## src/rtl/aurora_post_pkg.sv

```systemverilog
// Shared types and helpers for the Aurora RX post-processor.
package aurora_post_pkg;

    // Width of the saturating sequence-error counter.
    localparam int SEQ_ERR_W = 32;

    // Frame tracking: S_IDLE = no frame open, S_IN_FRAME = first word seen, waiting for tlast.
    typedef enum logic {
        S_IDLE     = 1'b0,
        S_IN_FRAME = 1'b1
    } frame_state_t;

    // Saturating increment for the sequence-error counter.
    function automatic logic [SEQ_ERR_W-1:0] sat_inc_err(input logic [SEQ_ERR_W-1:0] v);
        return (v == {SEQ_ERR_W{1'b1}}) ? v : v + SEQ_ERR_W'(1);
    endfunction

endpackage

```

## src/rtl/axis_sync_fifo.sv

```systemverilog
// Single-clock first-word-fall-through FIFO. A read in the same cycle as a write
// to a full FIFO frees the slot first, so the write is accepted.
module axis_sync_fifo #(
    parameter int W     = 33,
    parameter int DEPTH = 16
) (
    input  logic         clk,
    input  logic         rst,
    input  logic         wr_en,
    input  logic [W-1:0] wr_data,
    input  logic         rd_en,
    output logic [W-1:0] rd_data,
    output logic         full,
    output logic         empty
);

    localparam int AW = $clog2(DEPTH);

    logic [AW:0]  wr_ptr_q, wr_ptr_d;
    logic [AW:0]  rd_ptr_q, rd_ptr_d;
    logic [W-1:0] mem_q [DEPTH];
    logic         rd_ok;
    logic         wr_ok;

    // Flags, handshake qualification and pointer advance.
    always_comb begin
        empty    = (wr_ptr_q == rd_ptr_q);
        full     = (wr_ptr_q[AW] != rd_ptr_q[AW]) &&
                   (wr_ptr_q[AW-1:0] == rd_ptr_q[AW-1:0]);
        rd_ok    = rd_en && !empty;
        wr_ok    = wr_en && (!full || rd_ok);
        wr_ptr_d = wr_ptr_q;
        rd_ptr_d = rd_ptr_q;
        if (wr_ok) wr_ptr_d = wr_ptr_q + 1'b1;
        if (rd_ok) rd_ptr_d = rd_ptr_q + 1'b1;
        rd_data  = mem_q[rd_ptr_q[AW-1:0]];
    end

    // Pointer registers; reset empties the FIFO.
    always_ff @(posedge clk) begin
        if (rst) begin
            wr_ptr_q <= '0;
            rd_ptr_q <= '0;
        end else begin
            wr_ptr_q <= wr_ptr_d;
            rd_ptr_q <= rd_ptr_d;
        end
    end

    // Storage; contents are don't-care while the slot is unoccupied.
    always_ff @(posedge clk) begin
        if (wr_ok) mem_q[wr_ptr_q[AW-1:0]] <= wr_data;
    end

endmodule

```

## src/rtl/aurora_rx_post_fifo.sv

```systemverilog
// Aurora RX post-processor: frame/word accounting, optional trailing sequence-word
// strip with tlast regeneration, sequence continuity check, and an output FIFO
// that adds consumer backpressure to a source that cannot be stalled.
module aurora_rx_post_fifo
    import aurora_post_pkg::*;
#(
    parameter int DATA_W     = 32,
    parameter int FIFO_DEPTH = 16,
    parameter int SEQ_W      = 32,
    parameter int PKT_CNT_W  = 16,
    parameter int CNT_W      = 64
) (
    input  logic                 m_axis_aclk,
    input  logic                 m_axis_areset,
    input  logic                 s_axis_tvalid,
    input  logic [DATA_W-1:0]    s_axis_tdata,
    input  logic                 s_axis_tlast,
    output logic                 m_axis_tvalid,
    input  logic                 m_axis_tready,
    output logic [DATA_W-1:0]    m_axis_tdata,
    output logic                 m_axis_tlast,
    input  logic                 ctrl_strip_seq_en,
    input  logic                 ctrl_rst_cntr_in,
    output logic [CNT_W-1:0]     stat_frame_cnt,
    output logic [PKT_CNT_W-1:0] stat_pkt_cnt,
    output logic                 stat_pkt_cnt_vld,
    output logic [SEQ_ERR_W-1:0] stat_seq_err_cnt,
    output logic [CNT_W-1:0]     stat_drop_cnt,
    output logic                 stat_ovf
);

    typedef struct packed {
        logic              tlast;
        logic [DATA_W-1:0] tdata;
    } fifo_word_t;

    function automatic logic [PKT_CNT_W-1:0] sat_inc_pkt(input logic [PKT_CNT_W-1:0] v);
        return (v == {PKT_CNT_W{1'b1}}) ? v : v + PKT_CNT_W'(1);
    endfunction

    frame_state_t          state_q, state_d;
    logic                  strip_q, strip_d;
    logic                  hold_vld_q, hold_vld_d;
    logic [DATA_W-1:0]     hold_data_q, hold_data_d;
    logic [PKT_CNT_W-1:0]  wc_q, wc_d;
    logic [PKT_CNT_W-1:0]  pkt_cnt_q, pkt_cnt_d;
    logic                  pkt_vld_q, pkt_vld_d;
    logic [CNT_W-1:0]      frame_cnt_q, frame_cnt_d;
    logic [CNT_W-1:0]      drop_cnt_q, drop_cnt_d;
    logic [SEQ_ERR_W-1:0]  seq_err_q, seq_err_d;
    logic                  ovf_q, ovf_d;
    logic                  base_vld_q, base_vld_d;
    logic [SEQ_W-1:0]      exp_seq_q, exp_seq_d;

    logic                  strip_cur;
    logic [SEQ_W-1:0]      seq_in;
    logic [SEQ_W-1:0]      seq_next;
    logic                  wr_en;
    fifo_word_t            wr_word;
    fifo_word_t            rd_word;
    logic                  fifo_full;
    logic                  fifo_empty;
    logic                  rd_en;

    // Frame FSM, hold register, FIFO write selection and all statistics.
    always_comb begin
        state_d     = state_q;
        strip_d     = strip_q;
        hold_vld_d  = hold_vld_q;
        hold_data_d = hold_data_q;
        wc_d        = wc_q;
        pkt_cnt_d   = pkt_cnt_q;
        pkt_vld_d   = 1'b0;
        frame_cnt_d = frame_cnt_q;
        drop_cnt_d  = drop_cnt_q;
        seq_err_d   = seq_err_q;
        ovf_d       = ovf_q;
        base_vld_d  = base_vld_q;
        exp_seq_d   = exp_seq_q;
        wr_en       = 1'b0;
        wr_word     = '0;

        // The strip mode of the first word of a frame comes straight from the control input.
        strip_cur = (state_q == S_IDLE) ? ctrl_strip_seq_en : strip_q;
        seq_in    = s_axis_tdata[SEQ_W-1:0];
        seq_next  = exp_seq_q + SEQ_W'(1);
        rd_en     = !fifo_empty && m_axis_tready;

        if (s_axis_tvalid) begin
            if (state_q == S_IDLE) strip_d = ctrl_strip_seq_en;

            if (s_axis_tlast) begin
                state_d     = S_IDLE;
                wc_d        = '0;
                pkt_vld_d   = 1'b1;
                pkt_cnt_d   = strip_cur ? wc_q : sat_inc_pkt(wc_q);
                frame_cnt_d = frame_cnt_q + CNT_W'(1);
            end else begin
                state_d = S_IN_FRAME;
                wc_d    = sat_inc_pkt(wc_q);
            end

            if (strip_cur) begin
                // The held word goes out once we know whether it is the last data word.
                if (hold_vld_q) begin
                    wr_en   = 1'b1;
                    wr_word = '{tlast: s_axis_tlast, tdata: hold_data_q};
                end
                if (s_axis_tlast) begin
                    hold_vld_d = 1'b0;
                    if (base_vld_q && (seq_in != seq_next)) seq_err_d = sat_inc_err(seq_err_q);
                    base_vld_d = 1'b1;
                    exp_seq_d  = seq_in;
                end else begin
                    hold_vld_d  = 1'b1;
                    hold_data_d = s_axis_tdata;
                end
            end else begin
                wr_en   = 1'b1;
                wr_word = '{tlast: s_axis_tlast, tdata: s_axis_tdata};
            end
        end

        // A write to a full FIFO is lost unless a read frees a slot in the same cycle.
        if (wr_en && fifo_full && !rd_en) begin
            drop_cnt_d = drop_cnt_q + CNT_W'(1);
            ovf_d      = 1'b1;
        end

        if (ctrl_rst_cntr_in) begin
            frame_cnt_d = '0;
            drop_cnt_d  = '0;
            seq_err_d   = '0;
            ovf_d       = 1'b0;
            base_vld_d  = 1'b0;
        end
    end

    // State and statistics registers.
    always_ff @(posedge m_axis_aclk) begin
        if (m_axis_areset) begin
            state_q     <= S_IDLE;
            strip_q     <= 1'b0;
            hold_vld_q  <= 1'b0;
            hold_data_q <= '0;
            wc_q        <= '0;
            pkt_cnt_q   <= '0;
            pkt_vld_q   <= 1'b0;
            frame_cnt_q <= '0;
            drop_cnt_q  <= '0;
            seq_err_q   <= '0;
            ovf_q       <= 1'b0;
            base_vld_q  <= 1'b0;
            exp_seq_q   <= '0;
        end else begin
            state_q     <= state_d;
            strip_q     <= strip_d;
            hold_vld_q  <= hold_vld_d;
            hold_data_q <= hold_data_d;
            wc_q        <= wc_d;
            pkt_cnt_q   <= pkt_cnt_d;
            pkt_vld_q   <= pkt_vld_d;
            frame_cnt_q <= frame_cnt_d;
            drop_cnt_q  <= drop_cnt_d;
            seq_err_q   <= seq_err_d;
            ovf_q       <= ovf_d;
            base_vld_q  <= base_vld_d;
            exp_seq_q   <= exp_seq_d;
        end
    end

    axis_sync_fifo #(
        .W     (DATA_W + 1),
        .DEPTH (FIFO_DEPTH)
    ) u_fifo (
        .clk     (m_axis_aclk),
        .rst     (m_axis_areset),
        .wr_en   (wr_en),
        .wr_data (wr_word),
        .rd_en   (rd_en),
        .rd_data (rd_word),
        .full    (fifo_full),
        .empty   (fifo_empty)
    );

    // Output drive; data is forced to zero while nothing is presented.
    always_comb begin
        m_axis_tvalid    = !fifo_empty;
        m_axis_tdata     = fifo_empty ? '0 : rd_word.tdata;
        m_axis_tlast     = fifo_empty ? 1'b0 : rd_word.tlast;
        stat_frame_cnt   = frame_cnt_q;
        stat_pkt_cnt     = pkt_cnt_q;
        stat_pkt_cnt_vld = pkt_vld_q;
        stat_seq_err_cnt = seq_err_q;
        stat_drop_cnt    = drop_cnt_q;
        stat_ovf         = ovf_q;
    end

endmodule

```

## config.mk

```make
export PLATFORM = sky130hd
export DESIGN_NAME = aurora_rx_post_fifo
export DESIGN_NICKNAME = d
export VERILOG_FILES = /design/src/rtl/aurora_post_pkg.sv /design/src/rtl/axis_sync_fifo.sv /design/src/rtl/aurora_rx_post_fifo.sv
export SDC_FILE = /design/constraint.sdc
export NUM_CORES = 1
export LEC_CHECK = 0
export ABC_AREA = 1
export CAP_MARGIN = 10
export CORE_ASPECT_RATIO = 1.25
export CORE_MARGIN = 2
export CORE_UTILIZATION = 38
export DETAILED_ROUTE_END_ITERATION = 8
export PLACE_DENSITY = 0.59
export SLEW_MARGIN = 20
export SYNTH_ARGS = -nofsm -noshare
export SYNTH_HDL_FRONTEND = slang
export SYNTH_HIERARCHICAL = 1
export SYNTH_SLANG_ARGS = --single-unit
```

## constraint.sdc

```tcl
create_clock -name m_axis_aclk -period 6.2 [get_ports m_axis_aclk]
set_input_delay 0.93 -clock m_axis_aclk [delete_from_list [all_inputs] [get_ports m_axis_aclk]]
set_output_delay 0.93 -clock m_axis_aclk [all_outputs]
set_load 0.005 [all_outputs]
```

==> results.json, run 1 <==
{
  "status": "finished clean",
  "holdPathEnd": "wc_q[15]",
  "drt-total-wl_mm": 108,
  "postCtsSetupBuffers": 0,
  "die_h_um": 350,
  "internal_power_w": 0.00889,
  "nets": 4318,
  "fill_cells": 9119,
  "htree_levels": 3,
  "period_needed_ps": 4820,
  "syn_area_um2": 36500,
  "hold_start": "wc_q[15]",
  "initial_core_util_pct": 38.2,
  "vdd_drop_max_uv": 192,
  "hp-class": "reg2reg",
  "reg2reg_slack_ps": 1720,
  "fin_setup_tns_ps": 0,
  "synth-xor-area-share_pct": 2.33,
  "synth_fa_ha_area_share_pct": 0.343,
  "pwr-share-clk_pct": 40.4,
  "cts_tree": "built",
  "syn_to_final_growth_pct": 18.7,
  "dpl.hpwl_mm": 71.4,
  "synth_edf_count": 528,
  "pwr-share-seq_pct": 49.2,
  "cp_max_fo": 142,
  "p_switching_w": 0.00304,
  "fin_crit_sh_pct": 77.7,
  "grt_pass1_wl_mm": 165,
  "drc": 0,
  "ys_seq_area_share_pct": 58.6,
  "drt-initial-drc-count": 2580,
  "gp_congestion": 0.934,
  "regArea_um2": 21400,
  "tightest_slew_ps": 1110,
  "grt_pass1_vias": 27800,
  "pin_count": 251,
  "maxCapViolations": 0,
  "clockBufferDepth": 3,
  "synthCells": 4045,
  "cts_num_sinks": 804,
  "synth_area_per_cell_um2": 9.02,
  "wl_per_cell_um": 19.3,
  "antenna_found_initial": 3,
  "rr_worst_depth": 19,
  "power.density_nw_per_um2": 276,
  "p_comb_share_pct": 10.4,
  "crit_type": "reg2out",
  "final_common_cell": "nor2_1",
  "detail_route.first_pass.iterations": 5,
  "synth-simple-area-share_pct": 21.6,
  "ctsResizeCount": 0,
  "slew_violations": 0,
  "r2r_end": "stat_drop_cnt[59]",
  "hold_viol": 0,
  "grt_max_degree": 143,
  "skew_ps": 38.5,
  "setup_viol": 0,
  "core-area_um2": 95500,
  "reg2reg_from": "u_fifo/wr_ptr_q[0]",
  "leakage_nw": 14.5,
  "synth_top_family_by_area": "simple AND/OR/NAND/NOR gates",
  "fp.dieArea_um2": 98500,
  "vias": 29200,
  "critPathCaptureType": "output port",
  "start_kind": "flip-flop",
  "overflow": 0,
  "rsz0062_at_grt": "no",
  "final_cell_mix": "853 x nor2_1, 556 x nand2_1, 528 x edfxtp_1",
  "grt_use_total_pct": 21.6,
  "clk_latency_ps": 650,
  "clk_pin_slew_worst_paths_ps": 60,
  "cts_buffers": 82,
  "timing.fmax_ghz": 0.207,
  "die_x_um": 281,
  "synth_ff_type": "edfxtp_1",
  "antenna-diode-count": 0,
  "worstHoldPathCells": 2,
  "utilization_pct": 45.3,
  "ant_nets": 0,
  "critical_path_required_ps": 5270,
  "swShare_pct": 25.5,
  "synth_cell_types": 51,
  "ys_warn_count": 6,
  "synth_nets": 4094,
  "synth_compound_area_share_pct": 11.3,
  "portBuffers": 250,
  "routed_via_density": 5.20,
  "relSlewSlack_pct": 25.5,
  "hold_buffers": 0,
  "root_buffer": "clkbuf_16",
  "rows": 127,
  "synthMuxAreaShare_pct": 0,
  "drive_above_1_share_pct": 6.39,
  "ys_ff_latch": 804,
  "synthArstFlopShare_pct": 0,
  "crit_arrival_ps": 3890,
  "multiInputGateArea_um2": 13200
}
==> sequential cells by signal, indices dropped and copies added, names as in the netlist, 16 cells and up, named ones only <==
signal	flops
exp_seq_q	32
hold_data_q	32
stat_drop_cnt	64
stat_frame_cnt	64
stat_pkt_cnt	16
stat_seq_err_cnt	32
u_fifo/mem_q	528
wc_q	16
==> synthesized netlist by cell type (91+ instances only) <==
cell type | instances | area share [%]
nor3_1 | 121 | 1.7
edfxtp_1 | 528 | 43
nand2_1 | 556 | 5.7
nor2_1 | 874 | 9.0
o21ai_0 | 338 | 4.6
o211ai_1 | 133 | 2.7
clkbuf_1 | 121 | 1.2
nand3_1 | 146 | 2.0
dfxtp_1 | 276 | 15
nand4_1 | 91 | 1.6
inv_1 | 333 | 3.4
a21oi_1 | 131 | 1.8
==> routing by layer <==
| metal | vias to the layer above | global-route usage [%] | share of wire [%] |
|---|---|---|---|
| met5 | - | 0 | 0.036 |
| met4 | 6 | 6.53 | 2.7 |
| met1 | 14000 | 27.8 | 42 |
| met2 | 862 | 36.6 | 48 |
| met3 | 189 | 4.41 | 6.6 |
| li1 | 14200 | - | - |
==> power by group through the flow <==
stage	sequential, W	combinational [W]	clock [W]
2_1_floorplan	0.00594	0.000763	0
3_3_place_gp	0.00599	0.00124	0
3_5_place_dp	0.00599	0.00125	0
4_1_cts	0.00587	0.00126	0.00490
5_1_grt	0.00588	0.00139	0.00512
6_report	0.00587	0.00124	0.00482
==> metrics by stage <==
stage	hold WS, ps	instances	setup WS [ps]	instance area [um^2]	total power [W]
finish	476	5627	1380	43300	0.0119
global route	502	5627	1080	43300	0.0124
CTS	473	5627	1280	43300	0.0120
detailed placement	462	5475	1330	40700	0.00724
global placement	452	5468	1340	40500	0.00723
floorplan	444	4045	2690	36500	0.00671
==> final cells by class <==
type	instances	area share (%)
Sequential cell	804	49.4
Multi-Input combinational cell	2710	30.5
Timing Repair Buffer	328	7.45
Clock buffer	104	5.12
Tap cell	1290	3.73
Inverter	343	2.99
Clock inverter	48	0.832
==> critical path, cell delays in order (launching register included) <==
cell,delay [ps]
dfxtp_4,530
inv_8,720
buf_4,450
nor2_1,70
nor2_1,80
o21ai_0,90
o211ai_1,120
nand3_1,170
nand2_1,190
inv_1,60
nor2_1,100
clkdlybuf4s50_1,530
==> cell families after synthesis <==
kind of cell    Yosys count
simple gates           1871
flops                   804
compound gates          732
buf+inv                 531
xor+xnor                 97
fa+ha+maj                10
==> worst max-delay path by stage <==
| stage | startpoint | to | slack (ps) | cells past startpoint |
|---|---|---|---|---|
| floorplan | s_axis_tvalid | u_fifo/mem_q[11][0] | 2690 | 7 |
| global placement | s_axis_tvalid | stat_drop_cnt[59] | 1340 | 14 |
| detailed placement | s_axis_tvalid | stat_drop_cnt[59] | 1330 | 14 |
| CTS | flip-flop | m_axis_tdata[9] | 1280 | 11 |
| global route | flip-flop | m_axis_tdata[14] | 1080 | 11 |
| finish | flip-flop | m_axis_tdata[26] | 1380 | 11 |
Power figures use the tool's default switching activity.
==> run 2, diff against run 1 <==
==> constraint.sdc (replaced) <==
create_clock -name m_axis_aclk -period 4.5 [get_ports m_axis_aclk]
set_input_delay 0.675 -clock m_axis_aclk [delete_from_list [all_inputs] [get_ports m_axis_aclk]]
set_output_delay 0.675 -clock m_axis_aclk [all_outputs]
set_load 0.005 [all_outputs]
==> results.json, run 2 (synthesized netlist as in run 1, its figures left out) <==
{
  "tightest_slew_ps": 1060,
  "grt_max_degree": 151,
  "antenna-diode-count": 0,
  "cts_num_sinks": 804,
  "relSlewSlack_pct": 28.9,
  "drive_above_1_share_pct": 6.65,
  "die_h_um": 350,
  "overflow": 0,
  "pin_count": 251,
  "crit_arrival_ps": 3470,
  "rows": 127,
  "status": "finished clean",
  "grt_pass1_vias": 28000,
  "critPathCaptureType": "output port",
  "nets": 4329,
  "routed_via_density": 5.19,
  "skew_ps": 48.3,
  "htree_levels": 3,
  "die_x_um": 281,
  "setup_viol": 0,
  "postCtsSetupBuffers": 0,
  "regArea_um2": 21400,
  "leakage_nw": 14.7,
  "final_cell_mix": "854 x nor2_1, 556 x nand2_1, 528 x edfxtp_1",
  "multiInputGateArea_um2": 13200,
  "clockBufferDepth": 3,
  "timing.fmax_ghz": 0.241,
  "drc": 0,
  "dpl.hpwl_mm": 68.9,
  "root_buffer": "clkbuf_16",
  "drt-total-wl_mm": 108,
  "fp.dieArea_um2": 98500,
  "crit_type": "reg2out",
  "path_delay_family": "buffers and inverters",
  "maxCapViolations": 0,
  "hold_viol": 0,
  "critical_path_buf_inv_count": 3,
  "rsz0062_at_grt": "no",
  "fin_crit_sh_pct": 92.2,
  "antenna_found_initial": 5,
  "vias": 29200,
  "core-area_um2": 95500,
  "gp_congestion": 0.922,
  "max_stage_delay_ps": 710,
  "period_needed_ps": 4150,
  "path_cells": "buf_4, o21ai_0, o211ai_1, nand3_1, nand2_1, inv_1, nor2_1, clkdlybuf4s50_1",
  "grt_pass1_wl_mm": 164,
  "crit_slowest_cell": "buf_4",
  "drt-initial-drc-count": 2235,
  "ctsResizeCount": 0,
  "power.density_nw_per_um2": 381,
  "critical_path_required_ps": 3830,
  "portBuffers": 250,
  "fin_setup_tns_ps": 0,
  "fill_cells": 9120,
  "detail_route.first_pass.iterations": 6,
  "clk_pin_slew_worst_paths_ps": 60,
  "cp_max_fo": 85,
  "syn_to_final_growth_pct": 19.2,
  "initial_core_util_pct": 38.2,
  "cts_buffers": 84,
  "final_common_cell": "nor2_1",
  "cts_tree": "built",
  "largest_register_ff_count": 528,
  "hp-class": "reg2reg",
  "vdd_drop_max_uv": 275,
  "hold_buffers": 0,
  "clk_latency_ps": 660,
  "start_kind": "flip-flop",
  "ant_nets": 0,
  "wl_per_cell_um": 19.1,
  "placed_cell_area_um2": 40800,
  "slew_violations": 0,
  "grt_use_total_pct": 21.5,
  "fin_area_um2": 43500
}
## run 2: cell count changes in the layout (fill, tap and decap cells not counted), moves of 2 or more
cell	previous run	this run
a211oi_2	5	7
buf_4	69	72
clkinv_16	1	3
buf_16	4	0
buf_12	5	15
a211oi_4	2	0
clkinv_1	21	19
## run 2: metrics by stage
| stage | setup WS (ps) | util, % | std cells | total power (W) | hold slack (ps) |
|---|---|---|---|---|---|
| after floorplan | 1130 | - | 4045 | 0.00924 | 444 |
| after global placement | 970 | 42.7 | 5484 | 0.00995 | 451 |
| after detailed placement | 918 | 42.7 | 5484 | 0.00997 | 457 |
| after CTS | 332 | 45.5 | 5638 | 0.0168 | 470 |
| after global routing | 125 | 45.5 | 5638 | 0.0172 | 484 |
| final | 351 | 45.5 | 5638 | 0.0166 | 469 |
## run 2: path summary, 6_finish.rpt
kind,slack [ps],to,startpoint,cells past startpoint
setup / recovery,350,m_axis_tdata[6],flip-flop,8
hold / removal,470,stat_ovf,stat_ovf,1
setup reg to reg,1220,stat_seq_err_cnt[18],exp_seq_q[1],15
hold reg to reg,470,stat_ovf,stat_ovf,1
## run 2: worst reg2reg max path, delay by kind of cell, from the launching register on
kind                     cells  cell delay (ps)
adder cells (fa/ha/maj)      1              230
XOR/XNOR                     1              160
AND/OR/NAND/NOR             13             2390
flip-flops                   1              390
## run 2: area by class of cell
cell class,instances,area share [%]
flip-flops and latches,804,49.2
clock inverters,51,1.07
well taps,1290,3.71
clock buffers,103,5.07
repair buffers,337,7.68
multi-input cells,2710,30.3
inverters,343,2.98
## run 2: power breakdown
| part | internal (W) | total (W) | switching, W |
|---|---|---|---|
| clock | 0.00376 | 0.00680 | 0.00304 |
| combinational | 0.000590 | 0.00172 | 0.00113 |
| sequential | 0.00799 | 0.00807 | 0.0000785 |
## run 2: metal layers
metal	share of wire (%)	vias to the layer above	GRT usage [%]
met5	0.049	-	0
met4	3.3	8	7.58
met3	6.5	200	4.77
met2	48	772	36.3
met1	42	14000	27.2
li1	-	14200	-
